### config.mk
export PLATFORM = sky130hd
export DESIGN_NAME = intersection_controller
export DESIGN_NICKNAME = d
export VERILOG_FILES = /design/src/rtl/intersection_pkg.sv /design/src/rtl/phase_timer.sv /design/src/rtl/intersection_controller.sv
export SDC_FILE = /design/constraint.sdc
export NUM_CORES = 1
export LEC_CHECK = 0
export CAP_MARGIN = 30
export CORE_UTILIZATION = 38
export CTS_CLUSTER_SIZE = 20
export DETAILED_ROUTE_END_ITERATION = 6
export HOLD_SLACK_MARGIN = 0.08
export PLACE_DENSITY_LB_ADDON = 0.05
export SYNTH_ARGS = -nofsm -noshare
export SYNTH_HDL_FRONTEND = slang
export SYNTH_SLANG_ARGS = --single-unit
export TNS_END_PERCENT = 5
### constraint.sdc
create_clock -name clk -period 1.8 [get_ports clk]
set_input_delay 0.36 -clock clk [delete_from_list [all_inputs] [get_ports clk]]
set_output_delay 0.36 -clock clk [all_outputs]
set_load 0.1 [all_outputs]
### src/rtl/intersection_pkg.sv
// Shared types for the intersection controller: phase enum, lamp vector, timer sizing.
package intersection_pkg;

  typedef enum logic [2:0] {
    NS_GREEN  = 3'd0,
    NS_YELLOW = 3'd1,
    ALL_RED_A = 3'd2,
    EW_GREEN  = 3'd3,
    EW_YELLOW = 3'd4,
    ALL_RED_B = 3'd5,
    WALK      = 3'd6
  } phase_t;

  typedef struct packed {
    logic red;
    logic yellow;
    logic green;
  } lamp_t;

  localparam lamp_t LAMP_RED    = 3'b100;
  localparam lamp_t LAMP_YELLOW = 3'b010;
  localparam lamp_t LAMP_GREEN  = 3'b001;

  // One extra bit above the largest duration so every duration-1 fits unsigned.
  function automatic int timer_width(input int a, input int b, input int c, input int d);
    int m;
    m = a;
    if (b > m) m = b;
    if (c > m) m = c;
    if (d > m) m = d;
    return $clog2(m) + 1;
  endfunction

endpackage

### src/rtl/phase_timer.sv
// Loadable down-counter for phase durations; holds at zero once expired.
module phase_timer #(
  parameter int W = 4
) (
  input  logic         clk,
  input  logic         load_i,
  input  logic [W-1:0] value_i,
  output logic         expired_o
);

  logic [W-1:0] cnt_q, cnt_d;

  always_comb begin
    cnt_d = cnt_q;
    if (load_i) begin
      cnt_d = value_i;
    end else if (cnt_q != '0) begin
      cnt_d = cnt_q - W'(1);
    end
  end

  always_ff @(posedge clk) begin
    cnt_q <= cnt_d;
  end

  assign expired_o = (cnt_q == '0);

endmodule

### src/rtl/intersection_controller.sv
// Two-road intersection sequencer; NS rests on green. Define PED_WALK_EN to
// include the pedestrian WALK phase and ped_req handling.
module intersection_controller
  import intersection_pkg::*;
#(
  parameter int GREEN_TIME   = 50,
  parameter int YELLOW_TIME  = 10,
  parameter int ALL_RED_TIME = 2,
  parameter int WALK_TIME    = 20
) (
  input  logic clk,
  input  logic reset,
  input  logic ew_car,
  input  logic ped_req,
  output logic ns_red,
  output logic ns_yellow,
  output logic ns_green,
  output logic ew_red,
  output logic ew_yellow,
  output logic ew_green,
  output logic ped_walk
);

  localparam int TW = timer_width(GREEN_TIME, YELLOW_TIME, ALL_RED_TIME, WALK_TIME);

  localparam logic [TW-1:0] GREEN_LD   = TW'(GREEN_TIME - 1);
  localparam logic [TW-1:0] YELLOW_LD  = TW'(YELLOW_TIME - 1);
  localparam logic [TW-1:0] ALL_RED_LD = TW'(ALL_RED_TIME - 1);
  localparam logic [TW-1:0] WALK_LD    = TW'(WALK_TIME - 1);

  phase_t          state_q, state_d;
  logic            car_pend_q, car_pend_d;
  logic            car_eff, ped_eff;
  logic            tmr_load, tmr_expired;
  logic [TW-1:0]   tmr_value;
  lamp_t           ns_lamp, ew_lamp;

  function automatic logic [TW-1:0] phase_ld(input phase_t p);
    case (p)
      NS_GREEN, EW_GREEN:   return GREEN_LD;
      NS_YELLOW, EW_YELLOW: return YELLOW_LD;
      WALK:                 return WALK_LD;
      default:              return ALL_RED_LD;
    endcase
  endfunction

`ifdef PED_WALK_EN
  logic ped_pend_q, ped_pend_d;
  logic ret_ew_q, ret_ew_d;
  logic enter_walk;

  assign ped_eff    = ped_pend_q | ped_req;
  assign enter_walk = (state_d == WALK) && (state_q != WALK);
`else
  logic unused_ped_req;
  assign unused_ped_req = ped_req;
  assign ped_eff        = 1'b0;
`endif

  assign car_eff = car_pend_q | ew_car;

  always_comb begin
    state_d = state_q;
    case (state_q)
      NS_GREEN:  if (tmr_expired && (car_eff || ped_eff)) state_d = NS_YELLOW;
      NS_YELLOW: if (tmr_expired) state_d = ALL_RED_A;
      ALL_RED_A: if (tmr_expired) state_d = ped_eff ? WALK : EW_GREEN;
      EW_GREEN:  if (tmr_expired) state_d = EW_YELLOW;
      EW_YELLOW: if (tmr_expired) state_d = ALL_RED_B;
      ALL_RED_B: if (tmr_expired) state_d = ped_eff ? WALK : NS_GREEN;
`ifdef PED_WALK_EN
      WALK:      if (tmr_expired) state_d = ret_ew_q ? EW_GREEN : NS_GREEN;
`endif
      default:   state_d = ALL_RED_B;
    endcase
  end

  // Every phase change reloads the timer; reset loads the all-red clearance.
  assign tmr_load  = reset | (state_d != state_q);
  assign tmr_value = reset ? ALL_RED_LD : phase_ld(state_d);

  phase_timer #(.W(TW)) u_timer (
    .clk       (clk),
    .load_i    (tmr_load),
    .value_i   (tmr_value),
    .expired_o (tmr_expired)
  );

  // Set has priority over the entry clear so a request on that edge is kept.
  always_comb begin
    car_pend_d = ew_car | (car_pend_q & ~((state_d == EW_GREEN) && (state_q != EW_GREEN)));
`ifdef PED_WALK_EN
    ped_pend_d = ped_req | (ped_pend_q & ~enter_walk);
    ret_ew_d   = enter_walk ? (state_q == ALL_RED_A) : ret_ew_q;
`endif
  end

  always_ff @(posedge clk) begin
    if (reset) begin
      state_q    <= ALL_RED_B;
      car_pend_q <= 1'b0;
`ifdef PED_WALK_EN
      ped_pend_q <= 1'b0;
      ret_ew_q   <= 1'b0;
`endif
    end else begin
      state_q    <= state_d;
      car_pend_q <= car_pend_d;
`ifdef PED_WALK_EN
      ped_pend_q <= ped_pend_d;
      ret_ew_q   <= ret_ew_d;
`endif
    end
  end

  always_comb begin
    ns_lamp = LAMP_RED;
    ew_lamp = LAMP_RED;
    case (state_q)
      NS_GREEN:  ns_lamp = LAMP_GREEN;
      NS_YELLOW: ns_lamp = LAMP_YELLOW;
      EW_GREEN:  ew_lamp = LAMP_GREEN;
      EW_YELLOW: ew_lamp = LAMP_YELLOW;
      default:   ;
    endcase
  end

  assign {ns_red, ns_yellow, ns_green} = ns_lamp;
  assign {ew_red, ew_yellow, ew_green} = ew_lamp;

`ifdef PED_WALK_EN
  assign ped_walk = (state_q == WALK);
`else
  assign ped_walk = 1'b0;
`endif

endmodule

==> summary.md, run 1 <==
| Metric | Value |
|---|---|
| Std-Cell Rows | `15` |
| Top cell type's share of synthesized area | `30.38%` |
| Root buf cell | `clkbuf_4` |
| Most frequent cells in the layout | `10 x nor2_1, 8 x a21oi_1, 7 x edfxtp_1` |
| Routed len/inst | `~11 µm` |
| Int Power | `around 850 µW` |
| Final Hold Violating Endpoints | `0` |
| Minimum setup slack among reg-to-reg paths | `160 ps` |
| Hold slack | `~540 ps` |
| I/O Pins | `11` |
| Final Power | `1622 µW` |
| Total Routing Usage GR | `between 15 and 20%` |
| Synthesized flop and latch total | `11` |
| First-pass GRT wire length | `roughly 2300 µm` |
| Final GP Congestion | `0.7066` |
| Gr busiest metal | `met2` |
| Final setup viols | `0` |
| # clock sinks | `11` |
| Slew Limit Fails | `0` |
| Synth Net Count | `84` |
| Critical Path Source | `state_q[2]` |
| Worst VDD drop | `between 800 and 900 µV` |
| Netlist cell types | `30` |
| Number of antenna violations at the first check in global routing | `0` |
| Synthesis warning total | `0` |
| M3 GR Usage | `under 10%` |
| Worst reg2reg path startpoint | `u_timer.cnt_q[0]` |
| Via count | `550` |
| Clock Power Share | `a little over a tenth` |
| Final core area utilization | `53.99%` |
| Nets@finish | `99` |
| Vias in the first global route | `between 500 and 600` |
| Fin cells | `~120` |
| Synthesis-to-layout area growth | `33.27%` |
| Min Tclk post-route | `~1700 ps` |
| Outcome | `complete, no violations` |
| Seq pwr share | `roughly 29%` |
| DR vias/cell | `~4.7` |
| Die H | `44.67 µm` |
| Switching power of the nets | `768.7 µW` |
| # Post-CTS Setup Buffers | `0` |
| CP Capture Point | `ew_red` |
| Layout cells sized above 1 | `a little under a third` |
| Max Cap Viol | `0` |
| Largest net degree at the start of global routing | `11` |
| DRC Markers | `0` |
| Fmax | `about 0.57 GHz` |
| Worst Setup Path Type | `reg2out` |
| Comb power frac | `between 60% and 70%` |
| Die X | `between 40 and 50 µm` |
| Drt initial violations | `7` |
| FF-to-FF End | `u_timer.cnt_q[4]` |
| CTS Buf Count | `3` |
| Clock-pin slew on the worst setup and hold paths | `80 ps` |
| Initial Util | `a little over 40%` |
| Sequential-to-total area share from yosys stat | `41.95%` |
| Sw Ratio | `around 47%` |
| Critical Path RT | `around 1400 ps` |
| Fillers | `~160` |
| Crit path max fanout | `10` |
| GR Overflow Total | `0` |
| Port Buf Inserts | `8` |
| Antenna diodes | `0` |
| RSZ-0062 raised after global routing | `true` |
| Fin Setup TNS | `0 ps` |
| Mean Syn Cell Area | `8.871 µm²` |
| Crit end category | `output port` |
| Core area | `about 1700 µm²` |
| P_leak | `around 0.00038 µW` |
| Cell Count Post-Placement | `~110` |
| Met2 Usage GRT | `between 20% and 30%` |
| DP HPWL | `just over 1000 µm` |
| Clock Skews | `6.625 ps` |
| Post-route ant nets | `0` |
| Hold crit path type | `reg2reg` |
| Worst Path Arrival | `around 1400 ps` |
| Synthesized cell area | `roughly 700 µm²` |
| Crit start category | `flip-flop` |
| CTS tree | `yes` |
| Synthesized instance count | `between 70 and 80` |
| Synth area leaders | `edfxtp_1 30%, dfxtp_1 12%, nor2_1 6.5%` |
| Die Footprint | `1995 µm²` |
| H-tree depth | `1` |
| Depth of the worst register-to-register path | `6` |
| Drt first pass iters | `4` |
| PwrDens | `1759 nW/µm²` |
| Worst-Skew Late Latency | `roughly 270 ps` |
| Most common cell after layout, fill and taps aside | `nor2_1` |
| Fin crit share | `between 90% and 100%` |
| Final WL | `~1300 µm` |
| Cell taking the most area after synthesis | `edfxtp_1` |
| Max Root-Sink Buffers | `2` |
| Grt met1 use | `19.59%` |
-- flip-flops by register name, summed over array words and instances (netlist names) --
signal         cells
u_timer.cnt_q      7
state_q            3
car_pend_q         1
-- kinds of logic (layout without fill, tap and decap cells) --
kind of cell	after synthesis	in the layout	share of synthesized area (%)
AO/OA/AOI/OAI	13	13	11.94
adder cells (fa/ha/maj)	2	2	3.616
other	1	1	0.5420
multiplexers	1	1	1.447
XOR/XNOR	6	6	7.595
buffers and inverters	8	22	6.329
flip-flops	11	11	41.95
AND/OR/NAND/NOR	36	36	26.58
-- metal layers --
| layer | part of all wire (%) | up-vias |
|---|---|---|
| li1 | - | 292 |
| met1 | 43 | 245 |
| met2 | 52 | 11 |
| met3 | 3.5 | 2 |
| met4 | 0.99 | 0 |
| met5 | 0 | - |
-- layout make-up --
cell class / instances / area [µm²] / share of cell area (%)
multi-input cells: 59 / 372.9 / 40.43
clock buffers: 4 / 26.28 / 2.849
flip-flops and latches: 11 / 291.5 / 31.61
inverters: 4 / 15.01 / 1.628
well taps: 25 / 31.28 / 3.392
repair buffers: 14 / 185.2 / 20.08
-- per-stage QoR --
| step | setup slack, ps | cell area [µm²] |
|---|---|---|
| final | 56.80 | 922.1 |
| after global routing | -19.40 | 922.1 |
| after CTS | 34.68 | 915.9 |
| after detailed placement | 43.99 | 889.6 |
| after global placement | 63.93 | 889.6 |
| after floorplan | -23.46 | 701.9 |
-- power groups by stage --
stage | clock (µW) | combinational, µW | sequential [µW]
finish | 174 | 981 | 467
CTS | 183 | 989 | 463
global placement | 0 | 979 | 466
detailed placement | 0 | 984 | 469
floorplan | 0 | 708 | 421
global route | 192 | 1050 | 480
-- critical path, stage by stage (launching register included) --
cell and delay [ps]:
dfxtp_1 510, nor2b_1 120, and2_4 200, nor2_4 120
buf_12 180
-- cells in the mapped netlist (all sizes together) --
library cell / n
nand3: 2
conb: 1
ha: 2
a21boi: 1
edfxtp: 7
a211o: 1
o211ai: 1
dfxtp: 4
and2: 3
nor3: 3
buf: 4
or3: 3
mux2i: 1
a21oi: 8
inv: 4
nand4: 1
or2: 1
nor4: 1
xor2: 4
xnor2: 2
nand2: 8
o21ai: 2
nor2b: 2
nor2: 12
-- worst min-delay path by stage --
stage,start,endpoint,slack [ps],cells past startpoint
6_report,car_pend_q,car_pend_q,540,2
5_1_grt,car_pend_q,car_pend_q,610,2
4_1_cts,car_pend_q,car_pend_q,540,2
3_5_place_dp,car_pend_q,car_pend_q,530,2
3_3_place_gp,car_pend_q,car_pend_q,520,2
2_1_floorplan,reset,car_pend_q,430,1
-- what timing repair did --
item                       CTS  global route
resized for setup            0             3
hold endpoints to repair     0             0
setup endpoints to repair    0            10
hold buffers                 0             0
Note: power is estimated with default switching activity, not from simulation.
==> run 2: changes to the inputs <==
--- a/config.mk
+++ b/config.mk
@@ -8,4 +8,5 @@
 export CAP_MARGIN = 30
 export CORE_UTILIZATION = 38
+export CTS_CLUSTER_DIAMETER = 40
 export CTS_CLUSTER_SIZE = 20
 export DETAILED_ROUTE_END_ITERATION = 6
==> constraint.sdc (replaced) <==
create_clock -name clk -period 1.8 [get_ports clk]
set_input_delay 0.18 -clock clk [delete_from_list [all_inputs] [get_ports clk]]
set_output_delay 0.18 -clock clk [all_outputs]
set_load 0.1 [all_outputs]
==> run 2 against run 1 <==
  * Clock power is 2% higher
  * Cell count is 0.85% higher
  * First-iteration DRC count is 29% higher
  * Non-clock buffer count is 1 higher
  * Critical endpoint is now u_timer.cnt_q[5]
==> summary.md, run 2 (same netlist as run 1, synthesis figures left out) <==
| Metric | Value |
|---|---|
| Outcome | `complete, no violations` |
| Hold crit path type | `in2reg` |
| Min Tclk post-route | `1696 ps (-46.99 ps)` |
| Layout cells sized above 1 | `29.03% (-1.4 points)` |
| Worst-Skew Late Latency | `280 ps (about the same)` |
| DP HPWL | `1064 µm (+3.2%)` |
| Vias in the first global route | `570 (+6.7%)` |
| Post-route ant nets | `0 (unchanged)` |
| Fillers | `161 (-1.2%)` |
| CTS Hold Bufs | `0 (unchanged)` |
| Std-Cell Rows | `15 (unchanged)` |
| Crit start category | `flip-flop` |
| Largest stage delay, worst path | `440 ps (-70 ps)` |
| Fin crit share | `94.23% (-2.6 points)` |
| PwrDens | `1796 nW/µm² (+2.1%)` |
| Post-cts sizing count | `0 (unchanged)` |
| P_leak | `0.0003843 µW (+1.8%)` |
| I/O Pins | `11 (unchanged)` |
| Hold endpoint | `car_pend_q` |
| Top flop regs | `u_timer.cnt_q x7, state_q x3, car_pend_q x1` |
| Hold depth | `2 (unchanged)` |
| Final setup viols | `0 (unchanged)` |
| Antenna diodes | `0 (unchanged)` |
| RSZ-0062 raised after global routing | `false` |
| Port Buf Inserts | `8 (unchanged)` |
| Depth of the worst register-to-register path | `5 (-1)` |
| Most frequent cells in the layout | `11 x nor2_1, 8 x a21oi_1, 7 x buf_4, 7 x edfxtp_1` |
| Root buf cell | `clkbuf_4` |
| Worst Setup Path Type | `reg2reg` |
| First-pass GRT wire length | `2380 µm (+5.5%)` |
| Source of the worst hold timing path | `reset` |
| GR Overflow Total | `0 (unchanged)` |
| Sw Ratio | `47.09% (-0.30 points)` |
| Worst reg2reg path startpoint | `u_timer.cnt_q[2]` |
| Largest net degree at the start of global routing | `9 (-2)` |
| Routed len/inst | `11.43 µm (+2.1%)` |
| Crit end category | `flip-flop` |
| Number of antenna violations at the first check in global routing | `0 (unchanged)` |
| CTS Buf Count | `3 (unchanged)` |
| CTS tree | `yes` |
| DRC Markers | `0 (unchanged)` |
| Worst Path Arrival | `1720 ps (+340 ps)` |
| DR vias/cell | `4.822 (+2.6%)` |
| Worst VDD drop | `983.9 µV (+20%)` |
| Fin area | `933.4 µm² (+1.2%)` |
| # Post-CTS Setup Buffers | `0 (unchanged)` |
| Nets@finish | `100 (+1.0%)` |
| Critical Path RT | `1820 ps (+380 ps)` |
| Int Power | `887.2 µW (+4.0%)` |
| Top reg by flops | `u_timer.cnt_q` |
| Via count | `569 (+3.5%)` |
| Clock Power Share | `10.6% (about the same)` |
| Die Footprint | `1995 µm² (unchanged)` |
| Die H | `44.67 µm (unchanged)` |
| Drt initial violations | `9 (+2)` |
| Clock Skews | `1.518 ps (-5.107 ps)` |
| Most common cell after layout, fill and taps aside | `nor2_1` |
| Comb power frac | `62.4% (+1.9 points)` |
| Max reg flops | `7 (unchanged)` |
| Area of the multi-input gates | `377.9 µm² (+1.3%)` |
| Placed instance area | `895.9 µm² (+0.70%)` |
| Core area | `1708 µm² (unchanged)` |
| Final Hold Violating Endpoints | `0 (unchanged)` |
| Final WL | `1349 µm (+3.0%)` |
| Fmax | `0.5896 GHz (+2.8%)` |
| H-tree depth | `1 (unchanged)` |
| Clock-pin slew on the worst setup and hold paths | `70 ps (about the same)` |
| Slowest CP cell | `edfxtp_1` |
| Final GP Congestion | `0.7086 (+0.28%)` |
| Max Cap Viol | `0 (unchanged)` |
| Die X | `44.67 µm (unchanged)` |
| Synthesis-to-layout area growth | `34.90%` |
| Slew Limit Fails | `0 (unchanged)` |
| CP Buf/Inv Count | `1 (unchanged)` |
| Hold slack | `526.2 ps (-13.52 ps)` |
| # clock sinks | `11 (unchanged)` |
| Total Routing Usage GR | `16.55% (+0.76 points)` |
| FF-to-FF End | `u_timer.cnt_q[5]` |
| Initial Util | `40.51% (unchanged)` |
| Reg area | `290.3 µm² (-0.43%)` |
| Drt first pass iters | `4 (unchanged)` |
| Switching power of the nets | `789.6 µW (+2.7%)` |
| Critical-path cell list | `buf_4, or3_1, nor3_1, xnor2_1, a21oi_1` |
| Minimum setup slack among reg-to-reg paths | `100 ps (-60 ps)` |
| Cell family with most CP delay | `simple AND/OR/NAND/NOR gates` |
| Crit path max fanout | `3 (-7)` |
| Seq pwr share | `27.0% (-1.8 points)` |
| Max Root-Sink Buffers | `2 (unchanged)` |
-- run 2: changes by cell type in the layout (fill, tap and decap cells not counted), sizes merged --
cell,previous run,this run
buf,12,13
-- run 2: worst max path at each step --
stage,from,end,slack (ps),depth (start not counted)
after floorplan,state_q[1],u_timer.cnt_q[6],-20,6
after global placement,u_timer.cnt_q[2],u_timer.cnt_q[4],140,4
after detailed placement,u_timer.cnt_q[2],u_timer.cnt_q[5],50,4
after CTS,u_timer.cnt_q[2],u_timer.cnt_q[2],40,4
after global routing,u_timer.cnt_q[0],u_timer.cnt_q[2],20,6
final,u_timer.cnt_q[2],u_timer.cnt_q[5],100,5
-- run 2: area by class of cell --
class	instances	area share (%)
sequential	11	31.10
clock buffer	4	2.815
multi-input combinational	59	40.48
timing repair buffer	15	20.64
inverter	4	1.609
tap	25	3.351
-- run 2: stage by stage --
| step | utilization [%] | std cells | power (µW) | worst slack, ps | TNS (ps) |
|---|---|---|---|---|---|
| final | 54.65 | 118 | 1677 | 103.8 | 0 |
| after global placement | 52.45 | 114 | 1470 | 137.6 | 0 |
| after detailed placement | 52.45 | 114 | 1479 | 51.25 | 0 |
| after floorplan | - | 78 | 1132 | -22.60 | -41.44 |
| after global routing | 54.65 | 118 | 1785 | 17.62 | 0 |
| after CTS | 53.99 | 118 | 1660 | 37.16 | 0 |
-- run 2: layer usage --
layer	wire length (µm)	vias up	GRT usage, %
met5	0	-	0
met2	689	9	28.24
li1	-	297	-
met1	600	260	19.85
met3	44	3	4.898
met4	14	0	5.455
-- run 2: power by group through the flow --
stage / sequential [µW] / combinational [µW] / clock, µW
3_5_place_dp: 449 / 1030 / 0
2_1_floorplan: 421 / 711 / 0
4_1_cts: 443 / 1040 / 180
6_report: 453 / 1050 / 178
3_3_place_gp: 442 / 1030 / 0
5_1_grt: 463 / 1130 / 196
==> run 3: changes to the inputs <==
GPL_ROUTABILITY_DRIVEN = 0   (was unset)
==> results of run 3 <==
Final layout, timing and power as in run 2 (identical DEF).
